## src/rtl/multicycle_controller.sv

```systemverilog
// Control FSM for the multicycle RV32I core: FETCH/DECODE/EXEC/MEM/WB sequencing with a ready-handshaked memory port.
// Optional retired-instruction counter output `instret` is enabled by defining MC_INSTRET_COUNTER_EN.
module multicycle_controller (
    input  logic       clk,
    input  logic       reset,
    input  logic [6:0] Opcode,
    input  logic       mem_ready,
    output logic       mem_req,
    output logic       IorD,
    output logic       IRWrite,
    output logic       PCWrite,
    output logic       ALUSrc,
    output logic       MemtoReg,
    output logic       RegWrite,
    output logic       MemRead,
    output logic       MemWrite,
    output logic       Branch,
    output logic [1:0] ALUOp,
    output logic       illegal_instr
`ifdef MC_INSTRET_COUNTER_EN
    ,
    output logic [31:0] instret
`endif
);

    localparam int unsigned OPCODE_W  = 7;
    localparam int unsigned ALUOP_W   = 2;

    localparam logic [OPCODE_W-1:0] OP_R    = 7'b0110011;
    localparam logic [OPCODE_W-1:0] OP_I    = 7'b0010011;
    localparam logic [OPCODE_W-1:0] OP_LW   = 7'b0000011;
    localparam logic [OPCODE_W-1:0] OP_SW   = 7'b0100011;
    localparam logic [OPCODE_W-1:0] OP_BEQ  = 7'b1100011;

    localparam logic [ALUOP_W-1:0] ALU_ADD = 2'b00;
    localparam logic [ALUOP_W-1:0] ALU_BR  = 2'b01;
    localparam logic [ALUOP_W-1:0] ALU_R   = 2'b10;
    localparam logic [ALUOP_W-1:0] ALU_I   = 2'b11;

    typedef enum logic [2:0] {
        S_RESET  = 3'd0,
        S_FETCH  = 3'd1,
        S_DECODE = 3'd2,
        S_EXEC   = 3'd3,
        S_MEM    = 3'd4,
        S_WB     = 3'd5,
        S_TRAP   = 3'd6
    } state_t;

    state_t              state;
    state_t              state_next;
    logic [OPCODE_W-1:0] op_q;
    logic                op_legal_c;

    // State register; reset low on any edge forces RESET and drops any outstanding request.
    always_ff @(posedge clk) begin
        if (!reset) begin
            state <= S_RESET;
        end else begin
            state <= state_next;
        end
    end

    // Opcode is captured only while decoding; later IR changes are invisible to the FSM.
    always_ff @(posedge clk) begin
        if (!reset) begin
            op_q <= '0;
        end else if (state == S_DECODE) begin
            op_q <= Opcode;
        end
    end

    always_comb begin
        op_legal_c = 1'b0;
        case (Opcode)
            OP_R, OP_I, OP_LW, OP_SW, OP_BEQ: op_legal_c = 1'b1;
            default:                          op_legal_c = 1'b0;
        endcase
    end

    // Next-state logic.
    always_comb begin
        state_next = state;
        case (state)
            S_RESET:  state_next = S_FETCH;
            S_FETCH:  if (mem_ready) state_next = S_DECODE;
            S_DECODE: state_next = op_legal_c ? S_EXEC : S_TRAP;
            S_EXEC: begin
                case (op_q)
                    OP_BEQ:       state_next = S_FETCH;
                    OP_LW, OP_SW: state_next = S_MEM;
                    default:      state_next = S_WB;
                endcase
            end
            S_MEM: begin
                if (mem_ready) begin
                    state_next = (op_q == OP_LW) ? S_WB : S_FETCH;
                end
            end
            S_WB:     state_next = S_FETCH;
            S_TRAP:   state_next = S_FETCH;
            default:  state_next = S_RESET;
        endcase
    end

    // Moore outputs from state/op_q; only the fetch IR/PC load follows mem_ready directly.
    always_comb begin
        mem_req       = 1'b0;
        IorD          = 1'b0;
        IRWrite       = 1'b0;
        PCWrite       = 1'b0;
        ALUSrc        = 1'b0;
        MemtoReg      = 1'b0;
        RegWrite      = 1'b0;
        MemRead       = 1'b0;
        MemWrite      = 1'b0;
        Branch        = 1'b0;
        ALUOp         = ALU_ADD;
        illegal_instr = 1'b0;
        case (state)
            S_FETCH: begin
                mem_req = 1'b1;
                MemRead = 1'b1;
                IRWrite = mem_ready;
                PCWrite = mem_ready;
            end
            S_EXEC: begin
                case (op_q)
                    OP_R:   ALUOp = ALU_R;
                    OP_I:   ALUOp = ALU_I;
                    OP_BEQ: ALUOp = ALU_BR;
                    default: ALUOp = ALU_ADD;
                endcase
                ALUSrc = (op_q == OP_LW) || (op_q == OP_SW) || (op_q == OP_I);
                Branch = (op_q == OP_BEQ);
            end
            S_MEM: begin
                mem_req  = 1'b1;
                IorD     = 1'b1;
                MemRead  = (op_q == OP_LW);
                MemWrite = (op_q == OP_SW);
            end
            S_WB: begin
                RegWrite = 1'b1;
                MemtoReg = (op_q == OP_LW);
            end
            S_TRAP: illegal_instr = 1'b1;
            default: ;
        endcase
    end

`ifdef MC_INSTRET_COUNTER_EN
    localparam int unsigned INSTRET_W = 32;

    logic retire_c;

    // A retirement is any return to FETCH except the one out of TRAP.
    always_comb begin
        retire_c = (state_next == S_FETCH) &&
                   ((state == S_EXEC) || (state == S_MEM) || (state == S_WB));
    end

    always_ff @(posedge clk) begin
        if (!reset) begin
            instret <= '0;
        end else if (retire_c) begin
            instret <= instret + INSTRET_W'(1);
        end
    end
`endif

endmodule

```

## config.mk

```make
export PLATFORM = sky130hd
export DESIGN_NAME = multicycle_controller
export DESIGN_NICKNAME = d
export VERILOG_FILES = /design/src/rtl/multicycle_controller.sv
export SDC_FILE = /design/constraint.sdc
export NUM_CORES = 1
export LEC_CHECK = 0
export ABC_CLOCK_PERIOD_IN_PS = 2000
export CORE_MARGIN = 1.5
export CORE_UTILIZATION = 25
export CTS_CLUSTER_DIAMETER = 60
export DETAILED_ROUTE_END_ITERATION = 8
export PLACE_DENSITY = 0.45
export SLEW_MARGIN = 20
export SYNTH_ARGS = -nofsm -noshare
export SYNTH_HDL_FRONTEND = slang
export SYNTH_SLANG_ARGS = --single-unit
```

## constraint.sdc

```tcl
create_clock -name clk -period 2 [get_ports clk]
set_input_delay 0.2 -clock clk [delete_from_list [all_inputs] [get_ports clk]]
set_output_delay 0.2 -clock clk [all_outputs]
set_load 0.02 [all_outputs]
```

# Yosys cells after proc, flatten, opt, wreduce, memory -nomap -nowiden
# Cells that the tools add are included.
# W data, S select, Z words.
# classes
reduce_logical	8
n_eq_ne	18
muxes	19
# ops
op	count
$eq A7 B6 Y1 const B	4
$pmux W3 S5	1
$eq A7 B2 Y1 const B	2
$eq A7 B5 Y1 const B	2
$eq A7 B7 Y1 const B	2
$mux W3	4
$mux W1	10
$eq A3 B3 Y1 const B	3
$eq A3 B2 Y1 const B	2
$pmux W2 S3	1
$pmux W3 S2	1
$reduce_or A5 Y1	1
$ne A2 B2 Y1 const B	2
$reduce_or A2 Y1	2
$eq A3 B1 Y1 const B	1
$logic_not A3 Y1	1
$reduce_or A3 Y1	1
$logic_or A1 B1 Y1	2
$mux W2	1
$pmux W1 S2	1
$reduce_and A2 Y1	1
# word_totals
reg_bits	10
out_inout_bits	13
inputBits	10
wordCells	47

# Logic depth before layout (Yosys ltp)
# Gate-level depths: netlist of the first run.
# depth
depth_word	5
depth_mapped	5
ltp_nobuf	4

# Worst setup path after synthesis of the first run
# No wires, ideal clock.
# synth_timing
path_kind	flip-flop to output port
from	register state[0]
to	output PCWrite
arrival_time_ns	1.252
t_required_ns	1.800
setup_slack_ns	0.548
path_stages_with_launch	4
n_path_buf	1
path_cell_list	dfxtp_1 > or2b_1 > nor2_1 > buf_4
# synth_via
elab_chain_len	2
# synth_rtl
item	line_no	text
start: declaration	50	state_t state;
start signal: assignment	60	state <= state_next;
$eq A3 B1 Y1	--	
$mux W1	--	
end: declaration	11	output logic PCWrite,
# Every way passes these cells.

# Final worst setup path of the first run
# layout_timing
from	register state[1]
to	output IorD
# layout_via
elab_chain_len	2
# layout_rtl
item	line_no	text
$eq A3 B3 Y1	120	case (state)
$mux W1	120	
end: declaration	9	output logic IorD,
# Every way passes these cells.

==> impl_metrics.tcl, run 1 <==
set metrics [dict create \
    start_util_pct 27.2 \
    synth.yosys.seq_area_share_pct 28.9 \
    grt_pass1_wl_um 2730 \
    power_density_mw_per_mm2 571 \
    cp_max_fo 5 \
    hold_viol_final 0 \
    portBuffers 22 \
    gp_congestion 0.711 \
    relSlewSlack_pct 80.0 \
    post-cts-setup-buffers 0 \
    synth_edf_count 0 \
    core_area_mm2 0.00254 \
    p_total_uw 575 \
    dieArea_mm2 0.00310 \
    cts_buffer_depth 2 \
    cts_tree "built" \
    worst-endpoint-required_ns 1.80 \
    syn_avg_cell_area_um2 9.24 \
    hold_class "register to register" \
    nNetsFinal 114 \
    drt_iter0_drc 4 \
    min_period_ns 1.87 \
    worstMarginPinSlew_ns 0.299 \
    path_cells "nand2b_1 > nor2_1 > buf_4 > clkdlybuf4s50_1" \
    ys_ff_latch 10 \
    grt_antenna_before_repair 0 \
    leakagePower_uw 0.000392 \
    synth_most_common_cell "dfxtp_1" \
    setup_viol 0 \
    holdWs_ns 0.545 \
    irDropWorstVdd_mv 0.364 \
    dr.pass1.iters 4 \
    grt.total_usage_pct 11.0 \
    num_io_pins 23 \
    dieWidth_um 55.7 \
    worstSetupEndpointType "primary output" \
    synth_top_area_cell "dfxtp_1" \
    area_growth_pct 45.3 \
    path_buf_inv 2 \
    arrival_ns 1.67 \
    ys_async_sr_fraction_pct 0 \
    cts.clk_slew.worst_paths_ns 0.07 \
    ys_top_cells_by_area "dfxtp_1, mux2i_1, nor2b_1, a21oi_1, a2111oi_4" \
    fin_worst_skew_ns 0.00337 \
    maxCapViolCount 0 \
    slew_violations 0 \
    cp_top_family "buffers and inverters" \
    status "complete, no violations" \
    routed_via_density 4.79 \
    synth_commonest_cells "dfxtp_1, mux2i_1, nor2b_1" \
    grt_pass1_vias 602 \
    routed_wl_um 1570 \
    rsz0062_at_grt "false" \
    start_kind "register" \
    drcViolationCount 0 \
    insertion_delay_ns 0.26 \
    grt_max_degree 11 \
    cts_buffers 3 \
    dp_hpwl_um 1270 \
    route.vias.total 637 \
    num_rows 18 \
    syn_nets 85 \
    yosysWarnings 0 \
    overflow 0 \
    drive_gt1_share_pct 22.3 \
    fin_tns_setup_ns 0 \
    hold_depth 2 \
    holdBufCountCts 0 \
    clockRootBuffer "clkbuf_4" \
    yosys.cell_types.count 33 \
    post-route-period-util_pct 93.7 \
    die_h_um 55.7 \
    ys.flop_type "dfxtp_1" \
    netlist_area_um2 693 \
    critPathKind "register to primary output" \
    antenna_cells 0 \
    yosysTopAreaCellShare_pct 28.9 \
    postRouteAntennaNets 0 \
    cp_slowest_stage_delay_ns 0.59 \
    synth_cells 75 \
    cts_sinks 10 \
    cts_max_level 1 \
    wl_per_cell_um 11.8 \
    slowest_stage "clkdlybuf4s50_1" \
    rr_worst_depth 5 \
    fmax_ghz 0.534 \
    crit_cells 4 \
]
[metal layers]
| metal | global-route usage [%] | part of all wire, % | vias up |
|---|---|---|---|
| met5 | 0 | 0 | - |
| met1 | 14.7 | 50 | 288 |
| met2 | 16.5 | 44 | 16 |
| met4 | 6.62 | 0.64 | 0 |
| met3 | 1.63 | 5.0 | 2 |
| li1 | - | - | 331 |
[registers in the layout, indices dropped and copies added (netlist names)]
register / flops
op_q: 7
state: 3
[cell usage in the layout (no fill, tap or decap), drive strengths merged, types with 2 or more instances in the layout]
cell	instances
clkdlybuf4s50	12
dfxtp	10
mux2i	7
nor2b	7
dlygate4sd2	7
nor2	7
a21oi	6
buf	5
nand2b	5
clkbuf	5
nand3	4
o21ai	3
nand2	2
nor3b	2
nor3	2
dlymetal6s2s	2
inv	2
[metrics by stage]
step           util (%)  cell area, um^2  setup WS, ns  cells
2_1_floorplan         -              693         0.548     75
3_3_place_gp       38.1              968         0.150    129
3_5_place_dp       38.1              968         0.132    129
4_1_cts            39.2              998       0.00730    133
5_1_grt            39.6             1010        0.0267    133
6_report           39.6             1010         0.126    133
[cell families after synthesis]
group	after synthesis	share of synthesized area, %
AND/OR/NAND/NOR	39	41.7
AO/OA/AOI/OAI	14	15.3
flip-flops	10	28.9
multiplexers	7	10.1
buffers and inverters	5	3.97
[final timing paths]
path | startpoint | to | slack (ns)
hold / removal | op_q[2] | op_q[2] | 0.54
setup reg to reg | state[1] | op_q[2] | 0.60
hold reg to reg | op_q[2] | op_q[2] | 0.54
setup / recovery | state[1] | IorD | 0.13
[worst reg2reg max path, stage by stage (launching register included)]
cell and delay, ns:
dfxtp_1 0.43, buf_4 0.20, nand2b_1 0.11, nor2_4 0.27, mux2i_1 0.23, nor2b_1 0.06
[power breakdown]
group          total [uW]  switching (uW)  internal (uW)
logic                 162            83.8           78.6
clock network         178            67.9            110
registers             235            21.3            213
[final cells by class]
type / count / area [um^2]
Fill cell: 277 / 1540
Tap cell: 30 / 37.5
Clock buffer: 4 / 36.3
Multi-Input combinational cell: 60 / 474
Timing Repair Buffer: 27 / 249
Sequential cell: 10 / 203
Inverter: 2 / 7.51
[what timing repair did]
action,4_1_cts,5_1_grt
endpoints found under the setup margin,9,4
gates resized for setup,11,4
pin swaps,1,1
hold endpoints to repair,0,0
Note: power is estimated with default switching activity, not from simulation.
==> run 2, diff against run 1 <==
--- a/config.mk
+++ b/config.mk
@@ -6,11 +6,13 @@
 export NUM_CORES = 1
 export LEC_CHECK = 0
 export ABC_CLOCK_PERIOD_IN_PS = 2000
+export CELL_PAD_IN_SITES_DETAIL_PLACEMENT = 1
+export CELL_PAD_IN_SITES_GLOBAL_PLACEMENT = 2
 export CORE_MARGIN = 1.5
 export CORE_UTILIZATION = 25
 export CTS_CLUSTER_DIAMETER = 60
 export DETAILED_ROUTE_END_ITERATION = 8
-export PLACE_DENSITY = 0.45
+export PLACE_DENSITY = 0.71
 export SLEW_MARGIN = 20
 export SYNTH_ARGS = -nofsm -noshare
 export SYNTH_HDL_FRONTEND = slang
==> impl_metrics.tcl, run 2 (synthesis gave the netlist of run 1 again) <==
set metrics [dict create \
    post-route-period-util_pct 94.0 \
    start_kind "register" \
    core_area_mm2 0.00254 \
    cp_max_fo 9 \
    cts_buffers 3 \
    postRouteAntennaNets 0 \
    wl_per_cell_um 13.4 \
    dr.pass1.iters 4 \
    fin_tns_setup_ns 0 \
    dp.cells 130 \
    top_regs "op_q: 7 flops, state: 3 flops" \
    gp_congestion 0.711 \
    status "complete, no violations" \
    grt_pass1_vias 645 \
    power_density_mw_per_mm2 582 \
    fin_cells 134 \
    maxCapViolCount 0 \
    route.vias.total 653 \
    worst-endpoint-required_ns 1.80 \
    dieWidth_um 55.7 \
    grt_antenna_before_repair 0 \
    num_rows 18 \
    num_io_pins 23 \
    irDropWorstVdd_mv 0.388 \
    cts_buffer_depth 2 \
    rsz0062_at_grt "false" \
    worstSetupEndpointType "primary output" \
    relSlewSlack_pct 79.9 \
    routed_wl_um 1800 \
    antenna_cells 0 \
    path_buf_inv 2 \
    min_period_ns 1.88 \
    cp_top_family "buffers and inverters" \
    grt_pass1_wl_um 3040 \
    fmax_ghz 0.532 \
    setup_viol 0 \
    critPathKind "register to primary output" \
    leakagePower_uw 0.000409 \
    start_util_pct 27.2 \
    dieArea_mm2 0.00310 \
    holdWs_ns 0.547 \
    top_register "op_q" \
    clockRootBuffer "clkbuf_4" \
    grt_max_degree 11 \
    routed_via_density 4.87 \
    grt.total_usage_pct 12.7 \
    final_cell_mix "clkdlybuf4s50_1, dfxtp_1, mux2i_1, nor2b_1" \
    insertion_delay_ns 0.27 \
    worstMarginPinSlew_ns 0.300 \
    cts_tree "built" \
    cts_sinks 10 \
    hold_class "register to register" \
    slew_violations 0 \
    drt_iter0_drc 1 \
    drive_gt1_share_pct 21.2 \
    cts_max_level 1 \
    slowest_stage "clkdlybuf4s50_1" \
    post-cts-setup-buffers 0 \
    p_total_uw 595 \
    die_h_um 55.7 \
    dp_hpwl_um 1460 \
    fin_worst_skew_ns 0.00232 \
    portBuffers 22 \
    cp_slowest_stage_delay_ns 0.59 \
    largest_reg_flops 7 \
    nNetsFinal 115 \
    arrival_ns 1.68 \
    final_common_cell "clkdlybuf4s50_1" \
    path_cells "buf_4 > and3_1 > clkdlybuf4s50_1" \
    area_growth_pct 47.5 \
    cts.clk_slew.worst_paths_ns 0.07 \
    overflow 0 \
    hold_viol_final 0 \
    drcViolationCount 0 \
]
run 2: cell type report:
class / count / area [um^2]
inverters: 2 / 7.51
multi-input cells: 60 / 474
clock buffers: 4 / 36.3
fillers: 307 / 1520
well taps: 30 / 37.5
repair buffers: 28 / 265
flip-flops and latches: 10 / 201
run 2: report_power, final:
part	total (uW)	switching, uW	internal (uW)
registers	232	19.0	213
logic	179	90.3	89.0
clock network	184	73.4	111
run 2: worst paths after layout:
path	cells past startpoint	from	slack, ns	to
setup reg to reg	5	state[1]	0.54	op_q[4]
setup / recovery	3	state[1]	0.12	illegal_instr
hold reg to reg	2	op_q[2]	0.55	op_q[2]
hold / removal	2	op_q[2]	0.55	op_q[2]
run 2: worst register-to-register path, cell delays in order, from the launching register on:
cell      delay [ns]
dfxtp_1         0.47
buf_4           0.21
nand2b_1        0.11
nor2_4          0.27
mux2i_1         0.23
nor2b_1         0.06
run 2: per-layer routing:
metal	global-route usage (%)	wire, um	vias up
li1	-	-	331
met1	15.3	855	300
met2	20.6	838	20
met3	2.79	91	2
met4	7.32	14	0
met5	0	0	-
run 2: timing repair:
| item | in CTS | in global routing |
|---|---|---|
| gates resized for setup | 8 | 5 |
| pin swaps | 0 | 0 |
| setup endpoints to repair | 7 | 4 |
| hold buffers | 0 | 0 |
run 2: metrics by stage:
step	utilization, %	cell area [um^2]	worst slack, ns
2_1_floorplan	-	693	0.548
3_3_place_gp	38.3	976	0.139
3_5_place_dp	38.3	976	0.117
4_1_cts	39.5	1000	0.0170
5_1_grt	40.2	1020	0.0119
6_report	40.2	1020	0.119
==> run 3, diff against run 2 <==
--- a/config.mk
+++ b/config.mk
@@ -5,12 +5,12 @@
 export SDC_FILE = /design/constraint.sdc
 export NUM_CORES = 1
 export LEC_CHECK = 0
-export ABC_CLOCK_PERIOD_IN_PS = 2000
+export ABC_CLOCK_PERIOD_IN_PS = 2100
 export CELL_PAD_IN_SITES_DETAIL_PLACEMENT = 1
 export CELL_PAD_IN_SITES_GLOBAL_PLACEMENT = 2
 export CORE_MARGIN = 1.5
 export CORE_UTILIZATION = 25
-export CTS_CLUSTER_DIAMETER = 60
+export CTS_CLUSTER_DIAMETER = 40
 export DETAILED_ROUTE_END_ITERATION = 8
 export PLACE_DENSITY = 0.71
 export SLEW_MARGIN = 20
==> constraint.sdc (replaced) <==
create_clock -name clk -period 2.1 [get_ports clk]
set_input_delay 0.21 -clock clk [delete_from_list [all_inputs] [get_ports clk]]
set_output_delay 0.21 -clock clk [all_outputs]
set_load 0.02 [all_outputs]
==> impl_metrics.tcl, run 3 (synthesis gave the netlist of run 1 again) <==
set metrics [dict create \
    design_area_mm2 0.00101 \
    nNetsFinal 112 \
    post_dp_cell_area_um2 953 \
    use_met1_pct 15.3 \
    cp-startpoint "state[0]" \
    grt_pass1_vias 621 \
    p_sw_uw 167 \
    regArea_um2 203 \
    hold_viol_final 0 \
    dp_hpwl_um 1360 \
    worst-endpoint-required_ns 1.89 \
    n_fill_cell 303 \
    post-route-period-util_pct 95.2 \
    num_io_pins 23 \
    grt_pass1_wl_um 2920 \
    critPathKind "register to primary output" \
    fmax_ghz 0.500 \
    cts_buffers 3 \
    relSlewSlack_pct 77.3 \
    start_util_pct 27.2 \
    final_common_cell "clkdlybuf4s50_1" \
    wl_per_cell_um 13.0 \
    slew_violations 0 \
    min_period_ns 2.00 \
    grt.total_usage_pct 12.0 \
    leakagePower_uw 0.000399 \
    r2r_start "state[1]" \
    num_rows 18 \
    power_frac_comb_pct 29.2 \
    drcViolationCount 0 \
    worstSetupEndpointType "primary output" \
    grt_use_met2_pct 19.4 \
    worstHoldStart "op_q[2]" \
    top_register "op_q" \
    arrival_ns 1.79 \
    insertion_delay_ns 0.26 \
    drive_gt1_share_pct 19.8 \
    met3_usage_pct 2.09 \
    power_frac_seq_pct 40.1 \
    setup_ws_ns 0.101 \
    dr.pass1.iters 4 \
    cp_max_fo 5 \
    cts_sinks 10 \
    fin_tns_setup_ns 0 \
    cts_buffer_depth 2 \
    clkPwrFrac_pct 30.7 \
    cts.clk_slew.worst_paths_ns 0.07 \
    irDropWorstVdd_mv 0.339 \
    overflow 0 \
    start_kind "register" \
    postRouteAntennaNets 0 \
    fin_worst_skew_ns 0.00239 \
    cellInternalPower_uw 387 \
    antenna_cells 0 \
    dieArea_mm2 0.00310 \
    largest_reg_flops 7 \
    grt_max_degree 12 \
    area_growth_pct 45.3 \
    top_usage_layer "met2" \
    worstMarginPinSlew_ns 0.339 \
    p_total_uw 553 \
    slowest_stage "clkdlybuf4s50_1" \
    hold_class "register to register" \
    routed_via_density 4.91 \
    die_h_um 55.7 \
    cts_max_level 1 \
    path_cells "buf_4 > or2b_1 > a21oi_1 > clkdlybuf4s50_1" \
    cts_tree "built" \
    grt_antenna_before_repair 0 \
    clockRootBuffer "clkbuf_4" \
    core_area_mm2 0.00254 \
    portBuffers 22 \
    final_cell_mix "clkdlybuf4s50_1, dfxtp_1, mux2i_1, nor2b_1, a21oi_1" \
    maxCapViolCount 0 \
    sw_frac_of_total_pct 30.1 \
    drt_iter0_drc 10 \
    cp_slowest_stage_delay_ns 0.61 \
    setup_viol 0 \
    routed_wl_um 1700 \
    top_regs "op_q: 7 flops, state: 3 flops" \
    multiInputGateArea_um2 474 \
    power_density_mw_per_mm2 549 \
    status "complete, no violations" \
    rsz0062_at_grt "false" \
    preCtsSetupSlack_ns 0.134 \
    route.vias.total 643 \
    holdBufCountCts 0 \
    utilization_pct 39.6 \
    gp_congestion 0.728 \
    dieWidth_um 55.7 \
]
[run 3: changes by cell type in the layout (fill, tap and decap cells not counted)]
cell / previous run / this run
clkdlybuf4s15_1: 1 / 0
dlymetal6s2s_1: 3 / 4
clkdlybuf4s50_1: 12 / 15
dlygate4sd2_1: 6 / 3
dfxtp_1: 9 / 8
buf_4: 6 / 3
dfxtp_2: 1 / 2
[run 3: power by group through the flow]
stage          clock [uW]  combinational (uW)  sequential [uW]
2_1_floorplan           0                 102              219
3_3_place_gp            0                 166              224
3_5_place_dp            0                 166              225
4_1_cts               180                 164              222
5_1_grt               195                 176              224
6_report              170                 161              222
[run 3: critical path, delay by kind of cell (launching register included)]
kind            cells  cell delay [ns]
flops               1             0.35
simple gates        1             0.26
compound gates      1             0.14
buf+inv             2             0.77
[run 3: layout make-up]
class / count / share of cell area [%]
multi-input cells: 60 / 47.1
well taps: 30 / 3.73
clock buffers: 4 / 3.60
flip-flops and latches: 10 / 20.1
repair buffers: 25 / 24.7
inverters: 2 / 0.745
[run 3: final timing paths]
kind	endpoint	slack, ns	cells after the start
setup / recovery	mem_req	0.10	4
hold / removal	op_q[2]	0.54	2
setup reg to reg	op_q[6]	0.65	5
hold reg to reg	op_q[2]	0.54	2
[run 3: metrics by stage]
step / cells / hold slack (ns)
after CTS: 131 / 0.539
after floorplan: 75 / 0.338
after global routing: 131 / 0.583
final: 131 / 0.537
after global placement: 127 / 0.520
after detailed placement: 127 / 0.524
[run 3: metal layers]
metal  vias to the layer above  part of all wire, %
li1                        321                    -
met1                       300                   46
met2                        18                   48
met3                         4                  4.8
met4                         0                  1.0
met5                         -                    0
[run 3: timing repair]
item / in CTS / in global routing
cloned: 0 / 0
buffers inserted: 0 / 0
endpoints found under the setup margin: 4 / 5
gates resized for setup: 6 / 4
